===== config.mk =====
export PLATFORM = sky130hd
export DESIGN_NAME = traffic_phase_scheduler_flat
export DESIGN_NICKNAME = d
export VERILOG_FILES = /design/src/rtl/traffic_phase_scheduler_pkg.sv /design/src/rtl/traffic_phase_scheduler_if.sv /design/src/rtl/traffic_phase_scheduler_pick.sv /design/src/rtl/traffic_phase_scheduler.sv /design/src/flat_wrapper.sv
export SDC_FILE = /design/constraint.sdc
export NUM_CORES = 1
export LEC_CHECK = 0
export CAP_MARGIN = 20
export CORE_ASPECT_RATIO = 1.4
export CORE_MARGIN = 5
export CORE_UTILIZATION = 62
export DETAILED_ROUTE_END_ITERATION = 7
export GPL_ROUTABILITY_DRIVEN = 0
export PLACE_DENSITY = 0.88
export SLEW_MARGIN = 20
export SYNTH_ARGS = -nofsm -noshare
export SYNTH_HDL_FRONTEND = slang
export SYNTH_SLANG_ARGS = --single-unit
export TNS_END_PERCENT = 100

===== constraint.sdc =====
create_clock -name clk -period 39.5 [get_ports clk]
set_input_delay 7.9 -clock clk [delete_from_list [all_inputs] [get_ports clk]]
set_output_delay 7.9 -clock clk [all_outputs]
set_load 0.02 [all_outputs]

===== src/rtl/traffic_phase_scheduler_pkg.sv =====
// ---------------------------------------------------------------------------
// traffic_pkg: phase codes and approach indices for the junction scheduler.
// Rev 1.0
// ---------------------------------------------------------------------------
`default_nettype none

package traffic_pkg;

    localparam int N_APP = 5;

    typedef logic [1:0] phase_t;

    localparam phase_t PH_ALL_RED = 2'b00;
    localparam phase_t PH_GREEN   = 2'b01;
    localparam phase_t PH_YELLOW  = 2'b10;

    localparam logic [2:0] MID = 3'd0;
    localparam logic [2:0] L   = 3'd1;
    localparam logic [2:0] R   = 3'd2;
    localparam logic [2:0] T   = 3'd3;
    localparam logic [2:0] D   = 3'd4;

endpackage

`default_nettype wire


===== src/rtl/traffic_phase_scheduler_if.sv =====
// ---------------------------------------------------------------------------
// traffic_phase_scheduler_if: demand inputs and signal-head outputs.
// Rev 1.0
// ---------------------------------------------------------------------------
`default_nettype none

interface traffic_phase_scheduler_if
    import traffic_pkg::*;
#(
    parameter int DW = 5,
    parameter int PW = 4,
    parameter int TW = 8
);
    logic                  tick;
    logic [N_APP*DW-1:0]   density_i;
    logic [N_APP*PW-1:0]   prio_i;
    logic [N_APP*PW-1:0]   emerg_i;
    logic [N_APP-1:0]      grant_o;
    logic [N_APP-1:0]      amber_o;
    logic                  all_red_o;
    logic [1:0]            phase_o;
    logic [2:0]            cur_idx_o;
    logic [TW-1:0]         timer_o;
    logic [N_APP-1:0]      starve_o;

    modport master (
        output tick, density_i, prio_i, emerg_i,
        input  grant_o, amber_o, all_red_o, phase_o, cur_idx_o, timer_o, starve_o
    );

    modport slave (
        input  tick, density_i, prio_i, emerg_i,
        output grant_o, amber_o, all_red_o, phase_o, cur_idx_o, timer_o, starve_o
    );
endinterface

`default_nettype wire


===== src/rtl/traffic_phase_scheduler_pick.sv =====
// ---------------------------------------------------------------------------
// traffic_pick: combinational next-green winner selector.
// Rev 1.0
// ---------------------------------------------------------------------------
`default_nettype none

module traffic_pick
    import traffic_pkg::*;
#(
    parameter int DW = 5,
    parameter int PW = 4
)(
    input  logic [N_APP*DW-1:0] density_i,
    input  logic [N_APP*PW-1:0] prio_i,
    input  logic [N_APP*PW-1:0] emerg_i,
    input  logic [N_APP-1:0]    starve_i,
    input  logic [2:0]          rr_ptr_i,
    output logic                valid_o,
    output logic [2:0]          idx_o
);
    localparam int KW = PW + DW;

    logic              any_emerg;
    logic              any_starved;
    logic [N_APP-1:0]  elig;
    logic [KW-1:0]     key [N_APP];
    logic [KW-1:0]     best_key;
    logic [3:0]        rr_sum;
    logic [2:0]        cand;

    // One eligibility/key pair per approach; the active class decides both.
    always_comb begin
        any_emerg   = 1'b0;
        any_starved = 1'b0;
        for (int k = 0; k < N_APP; k++) begin
            if (emerg_i[PW*k +: PW] != '0) any_emerg = 1'b1;
            if (starve_i[k] && density_i[DW*k +: DW] != '0) any_starved = 1'b1;
        end
        for (int k = 0; k < N_APP; k++) begin
            if (any_emerg) begin
                elig[k] = (emerg_i[PW*k +: PW] != '0);
                key[k]  = {emerg_i[PW*k +: PW], {DW{1'b0}}};
            end else if (any_starved) begin
                elig[k] = starve_i[k] && (density_i[DW*k +: DW] != '0);
                key[k]  = '0;
            end else begin
                elig[k] = (density_i[DW*k +: DW] != '0);
                key[k]  = {prio_i[PW*k +: PW], density_i[DW*k +: DW]};
            end
        end
    end

    // Scan in round-robin order with strict compare, so ties go to the first visited.
    always_comb begin
        valid_o  = 1'b0;
        idx_o    = '0;
        best_key = '0;
        rr_sum   = '0;
        cand     = '0;
        for (int j = 1; j <= N_APP; j++) begin
            rr_sum = {1'b0, rr_ptr_i} + 4'(j);
            if (rr_sum >= 4'(N_APP)) rr_sum = rr_sum - 4'(N_APP);
            cand = rr_sum[2:0];
            if (elig[cand] && (!valid_o || key[cand] > best_key)) begin
                valid_o  = 1'b1;
                idx_o    = cand;
                best_key = key[cand];
            end
        end
    end
endmodule

`default_nettype wire


===== src/rtl/traffic_phase_scheduler.sv =====
// ---------------------------------------------------------------------------
// traffic_phase_scheduler: single-green GREEN/YELLOW/ALL_RED junction sequencer.
// Rev 1.0
// ---------------------------------------------------------------------------
`default_nettype none

module traffic_phase_scheduler
    import traffic_pkg::*;
#(
    parameter int DW         = 5,
    parameter int PW         = 4,
    parameter int TW         = 8,
    parameter int MIN_GREEN  = 4,
    parameter int MAX_GREEN  = 20,
    parameter int GREEN_STEP = 1,
    parameter int YELLOW_T   = 3,
    parameter int ALLRED_T   = 1,
    parameter int MAX_WAIT   = 60
)(
    input  logic                        clk,
    input  logic                        rst,
    traffic_phase_scheduler_if.slave    bus
);
    localparam int            WW        = $clog2(MAX_WAIT + 1);
    localparam logic [TW-1:0] ONE_T     = TW'(1);
    localparam logic [TW-1:0] MIN_T     = TW'(MIN_GREEN);
    localparam logic [TW-1:0] YELLOW_TV = TW'(YELLOW_T);
    localparam logic [TW-1:0] ALLRED_TV = TW'(ALLRED_T);
    localparam logic [WW-1:0] WAIT_MAX  = WW'(MAX_WAIT);

    phase_t                      phase_q, phase_d;
    logic [TW-1:0]               timer_q, timer_d;
    logic [2:0]                  cur_idx_q, cur_idx_d;
    logic [2:0]                  rr_ptr_q, rr_ptr_d;
    logic [TW-1:0]               green_el_q, green_el_d;
    logic [N_APP-1:0][WW-1:0]    wait_cnt_q, wait_cnt_d;
    logic [N_APP-1:0]            starve_q, starve_d;
    logic [N_APP-1:0]            grant_q, grant_d;
    logic [N_APP-1:0]            amber_q, amber_d;
    logic                        all_red_q, all_red_d;

    logic                        pick_valid;
    logic [2:0]                  pick_idx;
    logic                        own_emerg;
    logic                        other_emerg;
    logic                        preempt;
    logic                        gap_out;
    logic                        enter_green;

    // Computed wide so a large density cannot wrap before the cap is applied.
    function automatic logic [TW-1:0] green_time(input logic [DW-1:0] dens);
        int t;
        t = MIN_GREEN + int'(dens) * GREEN_STEP;
        if (t > MAX_GREEN) t = MAX_GREEN;
        return TW'(t);
    endfunction

    traffic_pick #(
        .DW (DW),
        .PW (PW)
    ) u_pick (
        .density_i (bus.density_i),
        .prio_i    (bus.prio_i),
        .emerg_i   (bus.emerg_i),
        .starve_i  (starve_q),
        .rr_ptr_i  (rr_ptr_q),
        .valid_o   (pick_valid),
        .idx_o     (pick_idx)
    );

    always_comb begin
        own_emerg   = (bus.emerg_i[PW*cur_idx_q +: PW] != '0);
        other_emerg = 1'b0;
        for (int k = 0; k < N_APP; k++) begin
            if (3'(k) != cur_idx_q && bus.emerg_i[PW*k +: PW] != '0) other_emerg = 1'b1;
        end
        preempt = other_emerg && !own_emerg;
        gap_out = (bus.density_i[DW*cur_idx_q +: DW] == '0) && (green_el_q >= MIN_T);
    end

    always_comb begin
        phase_d     = phase_q;
        timer_d     = timer_q;
        cur_idx_d   = cur_idx_q;
        rr_ptr_d    = rr_ptr_q;
        green_el_d  = green_el_q;
        enter_green = 1'b0;

        case (phase_q)
            PH_ALL_RED: begin
                if (bus.tick) begin
                    if (timer_q > ONE_T) begin
                        timer_d = timer_q - ONE_T;
                    end else if (pick_valid) begin
                        phase_d     = PH_GREEN;
                        cur_idx_d   = pick_idx;
                        rr_ptr_d    = pick_idx;
                        timer_d     = green_time(bus.density_i[DW*pick_idx +: DW]);
                        green_el_d  = '0;
                        enter_green = 1'b1;
                    end else begin
                        timer_d = ALLRED_TV;
                    end
                end
            end
            PH_GREEN: begin
                if (bus.tick && green_el_q != '1) green_el_d = green_el_q + ONE_T;
                // Preempt and gap-out bypass tick; own emergency freezes the countdown.
                if (preempt || gap_out || (bus.tick && !own_emerg && timer_q <= ONE_T)) begin
                    phase_d = PH_YELLOW;
                    timer_d = YELLOW_TV;
                end else if (bus.tick && !own_emerg) begin
                    timer_d = timer_q - ONE_T;
                end
            end
            PH_YELLOW: begin
                if (bus.tick) begin
                    if (timer_q > ONE_T) begin
                        timer_d = timer_q - ONE_T;
                    end else begin
                        phase_d = PH_ALL_RED;
                        timer_d = ALLRED_TV;
                    end
                end
            end
            default: begin
                phase_d = PH_ALL_RED;
                timer_d = ALLRED_TV;
            end
        endcase

        for (int k = 0; k < N_APP; k++) begin
            wait_cnt_d[k] = wait_cnt_q[k];
            if (bus.density_i[DW*k +: DW] == '0 || (enter_green && pick_idx == 3'(k))) begin
                wait_cnt_d[k] = '0;
            end else if (bus.tick && !(phase_q == PH_GREEN && cur_idx_q == 3'(k))
                         && wait_cnt_q[k] < WAIT_MAX) begin
                wait_cnt_d[k] = wait_cnt_q[k] + WW'(1);
            end
            starve_d[k] = (wait_cnt_d[k] >= WAIT_MAX);
        end

        grant_d   = (phase_d == PH_GREEN)  ? (N_APP'(1) << cur_idx_d) : '0;
        amber_d   = (phase_d == PH_YELLOW) ? (N_APP'(1) << cur_idx_d) : '0;
        all_red_d = (phase_d == PH_ALL_RED);
    end

    always_ff @(posedge clk) begin
        if (rst) begin
            phase_q    <= PH_ALL_RED;
            timer_q    <= ALLRED_TV;
            cur_idx_q  <= '0;
            rr_ptr_q   <= 3'(N_APP - 1);
            green_el_q <= '0;
            wait_cnt_q <= '0;
            starve_q   <= '0;
            grant_q    <= '0;
            amber_q    <= '0;
            all_red_q  <= 1'b1;
        end else begin
            phase_q    <= phase_d;
            timer_q    <= timer_d;
            cur_idx_q  <= cur_idx_d;
            rr_ptr_q   <= rr_ptr_d;
            green_el_q <= green_el_d;
            wait_cnt_q <= wait_cnt_d;
            starve_q   <= starve_d;
            grant_q    <= grant_d;
            amber_q    <= amber_d;
            all_red_q  <= all_red_d;
        end
    end

    assign bus.grant_o   = grant_q;
    assign bus.amber_o   = amber_q;
    assign bus.all_red_o = all_red_q;
    assign bus.phase_o   = phase_q;
    assign bus.cur_idx_o = cur_idx_q;
    assign bus.timer_o   = timer_q;
    assign bus.starve_o  = starve_q;
endmodule

`default_nettype wire

===== src/flat_wrapper.sv =====
// flat-port wrapper written by rule: the top's interface ports become plain ports
module traffic_phase_scheduler_flat import traffic_pkg::*;
#(
    parameter int DW         = 5,
    parameter int PW         = 4,
    parameter int TW         = 8,
    parameter int MIN_GREEN  = 4,
    parameter int MAX_GREEN  = 20,
    parameter int GREEN_STEP = 1,
    parameter int YELLOW_T   = 3,
    parameter int ALLRED_T   = 1,
    parameter int MAX_WAIT   = 60
)
  (clk, rst, bus_tick, bus_density_i, bus_prio_i, bus_emerg_i, bus_grant_o, bus_amber_o, bus_all_red_o, bus_phase_o, bus_cur_idx_o, bus_timer_o, bus_starve_o);
  traffic_phase_scheduler_if #(.DW(DW), .PW(PW), .TW(TW)) bus_i ();
  input  logic clk;
  input  logic rst;
  input wire logic [$bits(bus_i.tick)-1:0] bus_tick;
  input wire logic [$bits(bus_i.density_i)-1:0] bus_density_i;
  input wire logic [$bits(bus_i.prio_i)-1:0] bus_prio_i;
  input wire logic [$bits(bus_i.emerg_i)-1:0] bus_emerg_i;
  output wire logic [$bits(bus_i.grant_o)-1:0] bus_grant_o;
  output wire logic [$bits(bus_i.amber_o)-1:0] bus_amber_o;
  output wire logic [$bits(bus_i.all_red_o)-1:0] bus_all_red_o;
  output wire logic [$bits(bus_i.phase_o)-1:0] bus_phase_o;
  output wire logic [$bits(bus_i.cur_idx_o)-1:0] bus_cur_idx_o;
  output wire logic [$bits(bus_i.timer_o)-1:0] bus_timer_o;
  output wire logic [$bits(bus_i.starve_o)-1:0] bus_starve_o;
  assign bus_i.tick = bus_tick;
  assign bus_i.density_i = bus_density_i;
  assign bus_i.prio_i = bus_prio_i;
  assign bus_i.emerg_i = bus_emerg_i;
  assign bus_grant_o = bus_i.grant_o;
  assign bus_amber_o = bus_i.amber_o;
  assign bus_all_red_o = bus_i.all_red_o;
  assign bus_phase_o = bus_i.phase_o;
  assign bus_cur_idx_o = bus_i.cur_idx_o;
  assign bus_timer_o = bus_i.timer_o;
  assign bus_starve_o = bus_i.starve_o;
  traffic_phase_scheduler #(.DW(DW), .PW(PW), .TW(TW), .MIN_GREEN(MIN_GREEN), .MAX_GREEN(MAX_GREEN), .GREEN_STEP(GREEN_STEP), .YELLOW_T(YELLOW_T), .ALLRED_T(ALLRED_T), .MAX_WAIT(MAX_WAIT)) u_core (.clk(clk), .rst(rst), .bus(bus_i));
endmodule

==> summary.txt, run 1 <==
Post-CTS Setup Inserts: 0
Max Root-Sink Buffers: 2
Cell family with most CP delay: compound AO/OA/AOI/OAI gates
Clock skew: 0.00933 ns
GR Overflow Total: 0
Ys flop type: dfxtp_1
Clk Latency, worst-skew pair: 0.34 ns
Fraction of registers with async set/reset: 0%
Drt wl/cell: 22.5 µm
RSZ-0062 raised after global routing: false
Sequential fraction of the synthesis area: 17.8%
Syn nets: 1,135
Cell taking the most area after synthesis: dfxtp_1
Share of layout cells above drive strength 1: 9.17%
Root buffer selected by CTS: clkbuf_16
Final instance area: 0.00925 mm²
Total GRT Usage: 36.5%
First-pass GRT wire length: 44.5 mm
Clock slew at reported path FFs: 0.06 ns
Fmax: 48.4 MHz
Synth top area share: 17.8%
CTS tree: built
Cts hold-fix bufs: 0
FF-to-FF setup slack: 26.52 ns
Post-cts sizing count: 0
Final WL: 28.0 mm
CP Class: input pin to register
Most frequent CP cell: o21a_1
Placement Cell Area: 0.00890 mm²
Final number of setup-violating endpoints: 0
Syn. warnings: 0
CP Launch Point: bus_density_i[2]
Reg-to-reg endpoint: u_core.bus.timer_o[3]$_SDFFE_PP0P_
WP data required: 39.73 ns
Critical path arrival: 20.90 ns
Die Y: 143 µm
Core footprint: 0.0124 mm²
Crit path capture type: register
Row cnt: 48
ANT cells: 0
DRC errors left: 13
Nets: 1,212
Reg-to-Reg Start: u_core.rr_ptr_q[0]$_SDFFE_PP0P_
Synth area leaders: dfxtp_1 18%, ha_1 9.1%, mux4_2 8.3%, nand2_1 5.8%, nor2_1 5.5%
Port bufs: 96
Total CTS buffers: 9
Worst-Margin Slew: 1.03 ns
Worst Reg2Reg Path Length in Cells: 56
Die area: 0.0150 mm²
Buffers and inverters on the worst path: 2
Core Util, Final: 74.7%
Routed Antenna Nets: 0
Die W: 105 µm
Filler Cells Inserted: 961
Slowest stage cell, crit path: and4_1
Violated checks: design-rule violations
Initial antenna violation count: 0
WHS: 0.469 ns
H-tree Lvls: 3
DR pass1 iterations: 8
Number of library cell types mapped by synthesis: 87
Setup crit end: u_core.bus.timer_o[3]$_SDFFE_PP0P_
Clock sink count: 70
Initial Util: 63.5%
Max Slew Vio Count: 0
Final setup TNS: 0 ns
Critical Path Stages: 53
Commonest cells in the netlist: 121 x nand2_1, 115 x nor2_1, 73 x a21oi_1
Syn-to-layout area delta: 17.8%
Via/cell ratio: 7.25
Final Hold Viols: 0
Pin count of the biggest net entering global routing: 30
Crit-path max FO: 25
Drt first-iter violations: 1,178
CP peak stage delay: 0.78 ns
Mapped cell area: 0.00785 mm²
Ports: 97
Min-delay src: u_core.wait_cnt_q[17]$_SDFF_PP0_
Syn Area/Cell: 7.78 µm²
DR vias: 8,994
Gate count of the mapped netlist: 1,009
Vias in the first global route: 8,621
Top-count cell post-synth: nand2_1
HPWL Detailed: 21.3 mm
Post-synth EDFFs: 0
Final period util: 52.3%
Max Cap Viol: 0
Min Tclk post-route: 20.67 ns
Crit path launch type: input pin
Slew margin rel.: 30.9%
Hold Path Class: register to register
Number of synthesized register bits: 70
Hold Path Depth: 2
Status: complete, but fails checks
[through the flow]
stage | setup WS (ns) | instances
3_3_place_gp | 19.18 | 1224
5_1_grt | 17.78 | 1241
2_1_floorplan | 20.46 | 1009
3_5_place_dp | 18.77 | 1224
4_1_cts | 19.11 | 1240
6_report | 18.83 | 1241
[layout by cell type, fill, tap and decap left out, types with 10 or more instances in the layout]
cell type	netlist	layout
a21o_1	12	12
a21oi_1	73	73
a221oi_1	10	10
a31oi_1	17	17
and2_1	10	10
buf_4	0	13
clkdlybuf4s50_1	0	96
dfxtp_1	70	70
ha_1	57	57
inv_1	22	22
mux2i_1	29	29
mux4_2	29	29
nand2_1	121	121
nand2b_1	14	14
nand3_1	27	27
nand4_1	19	19
nor2_1	115	115
nor2b_1	13	13
nor3_1	19	19
nor4_1	11	11
o21a_1	23	23
o21ai_0	60	60
o21ai_1	11	11
o22ai_1	16	16
xnor2_1	15	14
xor2_1	20	20
[logic make-up (layout without fill, tap and decap cells)]
family,Yosys count,in the layout,synth area share (%)
compound gates,320,320,28.0
xor+xnor,35,35,3.90
fa+ha+maj,58,58,9.34
buf+inv,68,150,3.66
flops,70,70,17.8
mux,60,60,12.3
simple gates,398,398,25.0
[final cells by class]
type | count | area [µm²] | area share, %
flip-flops and latches | 70 | 1400 | 15.2
clock inverters | 6 | 85.1 | 0.920
clock buffers | 10 | 239 | 2.58
well taps | 150 | 188 | 2.03
multi-input cells | 871 | 6170 | 66.8
inverters | 24 | 90.1 | 0.974
repair buffers | 110 | 1070 | 11.6
[per-layer routing]
metal,share of wire (%),GRT usage [%]
met4,8.5,26.1
met2,48,61.8
met5,0,0
met1,34,40.3
met3,10,8.19
[registers in the layout, indices dropped and copies added, names as in the netlist]
| name | cells |
|---|---|
| u_core.bus.timer_o | 8 |
| u_core.bus.amber_o | 5 |
| u_core.bus.all_red_o | 1 |
| u_core.bus.phase_o | 2 |
| u_core.wait_cnt_q | 30 |
| u_core.green_el_q | 8 |
| u_core.rr_ptr_q | 3 |
| u_core.bus.grant_o | 5 |
| u_core.bus.starve_o | 5 |
| u_core.bus.cur_idx_o | 3 |
[worst min-delay path by stage]
stage	to	slack (ns)
final	u_core.bus.starve_o[2]$_SDFF_PP0_	0.47
after CTS	u_core.bus.starve_o[2]$_SDFF_PP0_	0.47
after floorplan	u_core.bus.starve_o[2]$_SDFF_PP0_	0.43
after global routing	u_core.bus.starve_o[1]$_SDFF_PP0_	0.50
after global placement	u_core.wait_cnt_q[5]$_SDFF_PP0_	0.45
after detailed placement	u_core.bus.starve_o[3]$_SDFF_PP0_	0.45
[worst register-to-register path: cells and delay by family (launching register included)]
kind	cells	cell delay [ns]
multiplexers	1	0.34
buffers and inverters	3	0.50
AO/OA/AOI/OAI	28	6.12
flip-flops	1	0.31
AND/OR/NAND/NOR	17	3.52
adder cells (fa/ha/maj)	7	2.13
Power of run 1 is not shown: default switching activity piles up to over one toggle a cycle in this logic, so the estimate is an artifact.
==> run 2: changes to the inputs <==
--- a/config.mk
+++ b/config.mk
@@ -8,10 +8,10 @@
 export CAP_MARGIN = 20
 export CORE_ASPECT_RATIO = 1.4
 export CORE_MARGIN = 5
-export CORE_UTILIZATION = 62
+export CORE_UTILIZATION = 58
 export DETAILED_ROUTE_END_ITERATION = 7
 export GPL_ROUTABILITY_DRIVEN = 0
-export PLACE_DENSITY = 0.88
+export PLACE_DENSITY = 0.83
 export SLEW_MARGIN = 20
 export SYNTH_ARGS = -nofsm -noshare
 export SYNTH_HDL_FRONTEND = slang
==> constraint.sdc (replaced) <==
create_clock -name clk -period 19.2 [get_ports clk]
set_input_delay 3.84 -clock clk [delete_from_list [all_inputs] [get_ports clk]]
set_output_delay 3.84 -clock clk [all_outputs]
set_load 0.02 [all_outputs]
==> run 2 against run 1 <==
The run now ends clean. Utilization decreased by 5.4 points. First-iteration DRC count decreased by 16%. Die area is 6.3% higher. Global-route usage decreased by 1.1 points. Sequential cell count stayed put. Critical path depth increased by 2. Setup slack lost 16 ns. Cell area fell by 0.11%. Clock-buffer cell count rose by 1. Clock skew down 0.0029 ns. Critical path type unchanged.
==> summary.txt, run 2 (same netlist as run 1, synthesis figures left out) <==
Crit-path max FO: 25 (unchanged)
Total GRT Usage: 35.4% (was 36.5%)
Final Hold Viols: 0 (unchanged)
Max Root-Sink Buffers: 2 (unchanged)
CP Class: input pin to register (unchanged)
Min-delay src: u_core.wait_cnt_q[23]$_SDFF_PP0_ (was u_core.wait_cnt_q[17]$_SDFF_PP0_)
Critical path arrival: 16.91 ns (was 20.90 ns)
Crit path launch type: input pin (unchanged)
Row cnt: 50 (was 48)
Slew margin rel.: 24.4% (was 30.9%)
H-tree Lvls: 3 (unchanged)
Clk Latency, worst-skew pair: 0.33 ns (was 0.34 ns)
CP peak stage delay: 0.78 ns (about the same)
Initial antenna violation count: 0 (unchanged)
Max reg flops: 30 (unchanged)
Die Y: 148 µm (was 143 µm)
Nets: 1,212 (unchanged)
Total CTS buffers: 9 (unchanged)
Final number of setup-violating endpoints: 0 (unchanged)
CP Launch Point: bus_density_i[21] (was bus_density_i[2])
GR Overflow Total: 0 (unchanged)
Final WL: 28.2 mm (was 28.0 mm)
Max Cap Viol: 0 (unchanged)
First-pass GRT wire length: 44.9 mm (was 44.5 mm)
DR vias: 8,919 (was 8,994)
Port bufs: 96 (unchanged)
Fmax: 59.9 MHz
Most frequent CP cell: o21a_1 (unchanged)
Worst-Margin Slew: 1.13 ns (was 1.03 ns)
Clock slew at reported path FFs: 0.06 ns (about the same)
Worst Reg2Reg Path Length in Cells: 55 (was 56)
RSZ-0062 raised after global routing: false (unchanged)
Routed Antenna Nets: 0 (unchanged)
Syn-to-layout area delta: 17.6% (was 17.8%)
ANT cells: 0 (unchanged)
Min Tclk post-route: 16.69 ns
Cts hold-fix bufs: 0 (unchanged)
Final setup TNS: 0 ns (unchanged)
DR pass1 iterations: 7 (was 8)
Core footprint: 0.0133 mm² (was 0.0124 mm²)
Vias in the first global route: 8,776 (was 8,621)
Highest-count cells in the layout ignoring fill and taps: 121 x nand2_1, 115 x nor2_1, 96 x clkdlybuf4s50_1, 73 x a21oi_1, 70 x dfxtp_1 (unchanged)
Via/cell ratio: 7.01 (was 7.25)
Max Slew Vio Count: 0 (unchanged)
Slowest stage cell, crit path: and4_1 (unchanged)
Post-CTS Setup Inserts: 0 (unchanged)
WP data required: 19.42 ns (was 39.73 ns)
Die W: 108 µm (was 105 µm)
Top reg by flops: u_core.wait_cnt_q (unchanged)
Die area: 0.0160 mm² (was 0.0150 mm²)
Drt wl/cell: 22.2 µm (was 22.5 µm)
Clock sink count: 70 (unchanged)
Reg-to-Reg Start: u_core.rr_ptr_q[0]$_SDFFE_PP0P_ (unchanged)
Clock skew: 0.00643 ns (was 0.00933 ns)
HPWL Detailed: 21.8 mm (was 21.3 mm)
Drt first-iter violations: 993 (was 1,178)
Post-cts sizing count: 0 (unchanged)
Share of layout cells above drive strength 1: 9.07% (was 9.17%)
Most common cell after layout, fill and taps aside: nand2_1 (unchanged)
Final period util: 86.9%
Root buffer selected by CTS: clkbuf_16 (unchanged)
Crit path capture type: register (unchanged)
CTS tree: built (unchanged)
Hold Path Class: register to register (unchanged)
DRC errors left: 0 (was 13)
Pin count of the biggest net entering global routing: 30 (unchanged)
Ports: 97 (unchanged)
Status: finished clean (was complete, but fails checks)
Filler Cells Inserted: 1,126 (was 961)
Hold Path Depth: 2 (unchanged)
Initial Util: 58.9% (was 63.5%)
-- run 2: per-layer routing --
| metal | vias to the layer above | global-route usage (%) | part of all wire [%] | wire (µm) |
|---|---|---|---|---|
| met3 | 222 | 8.43 | 9.6 | 2700 |
| met4 | 0 | 26.5 | 9.8 | 2780 |
| met2 | 641 | 59.4 | 47 | 13300 |
| li1 | 4000 | - | - | - |
| met5 | - | 0 | 0 | 0 |
| met1 | 4056 | 38.1 | 34 | 9480 |
-- run 2: worst max-delay path, delay by kind of cell --
family / cells / cell delay, ns
AO/OA/AOI/OAI: 30 / 6.83
adder cells (fa/ha/maj): 5 / 1.38
buffers and inverters: 3 / 0.69
AND/OR/NAND/NOR: 17 / 4.16
-- run 2: worst paths after layout --
check	end	slack [ns]
hold reg to reg	u_core.bus.starve_o[3]$_SDFF_PP0_	0.47
setup reg to reg	u_core.bus.timer_o[2]$_SDFFE_PP0P_	6.40
setup / recovery	u_core.bus.timer_o[2]$_SDFFE_PP0P_	2.51
hold / removal	u_core.bus.starve_o[3]$_SDFF_PP0_	0.47
-- run 2: area by class of cell --
class | instances | area (µm²) | area share, %
clock inverters | 5 | 32.5 | 0.352
well taps | 182 | 228 | 2.47
clock buffers | 11 | 253 | 2.74
inverters | 24 | 90.1 | 0.975
flip-flops and latches | 70 | 1400 | 15.2
multi-input cells | 871 | 6170 | 66.8
repair buffers | 110 | 1070 | 11.5
-- run 2: metrics by stage --
step                      setup slack (ns)  hold slack, ns  util (%)  cells  area, µm²
after global routing                  1.51           0.490      69.3   1273       9240
after detailed placement              2.41           0.453      67.2   1257       8950
final                                 2.51           0.472      69.3   1273       9240
after floorplan                       4.22           0.428         -   1009       7850
after global placement                2.89           0.451      67.2   1257       8950
after CTS                             2.72           0.464      69.3   1273       9240
Power of run 2 is left out for the same reason.
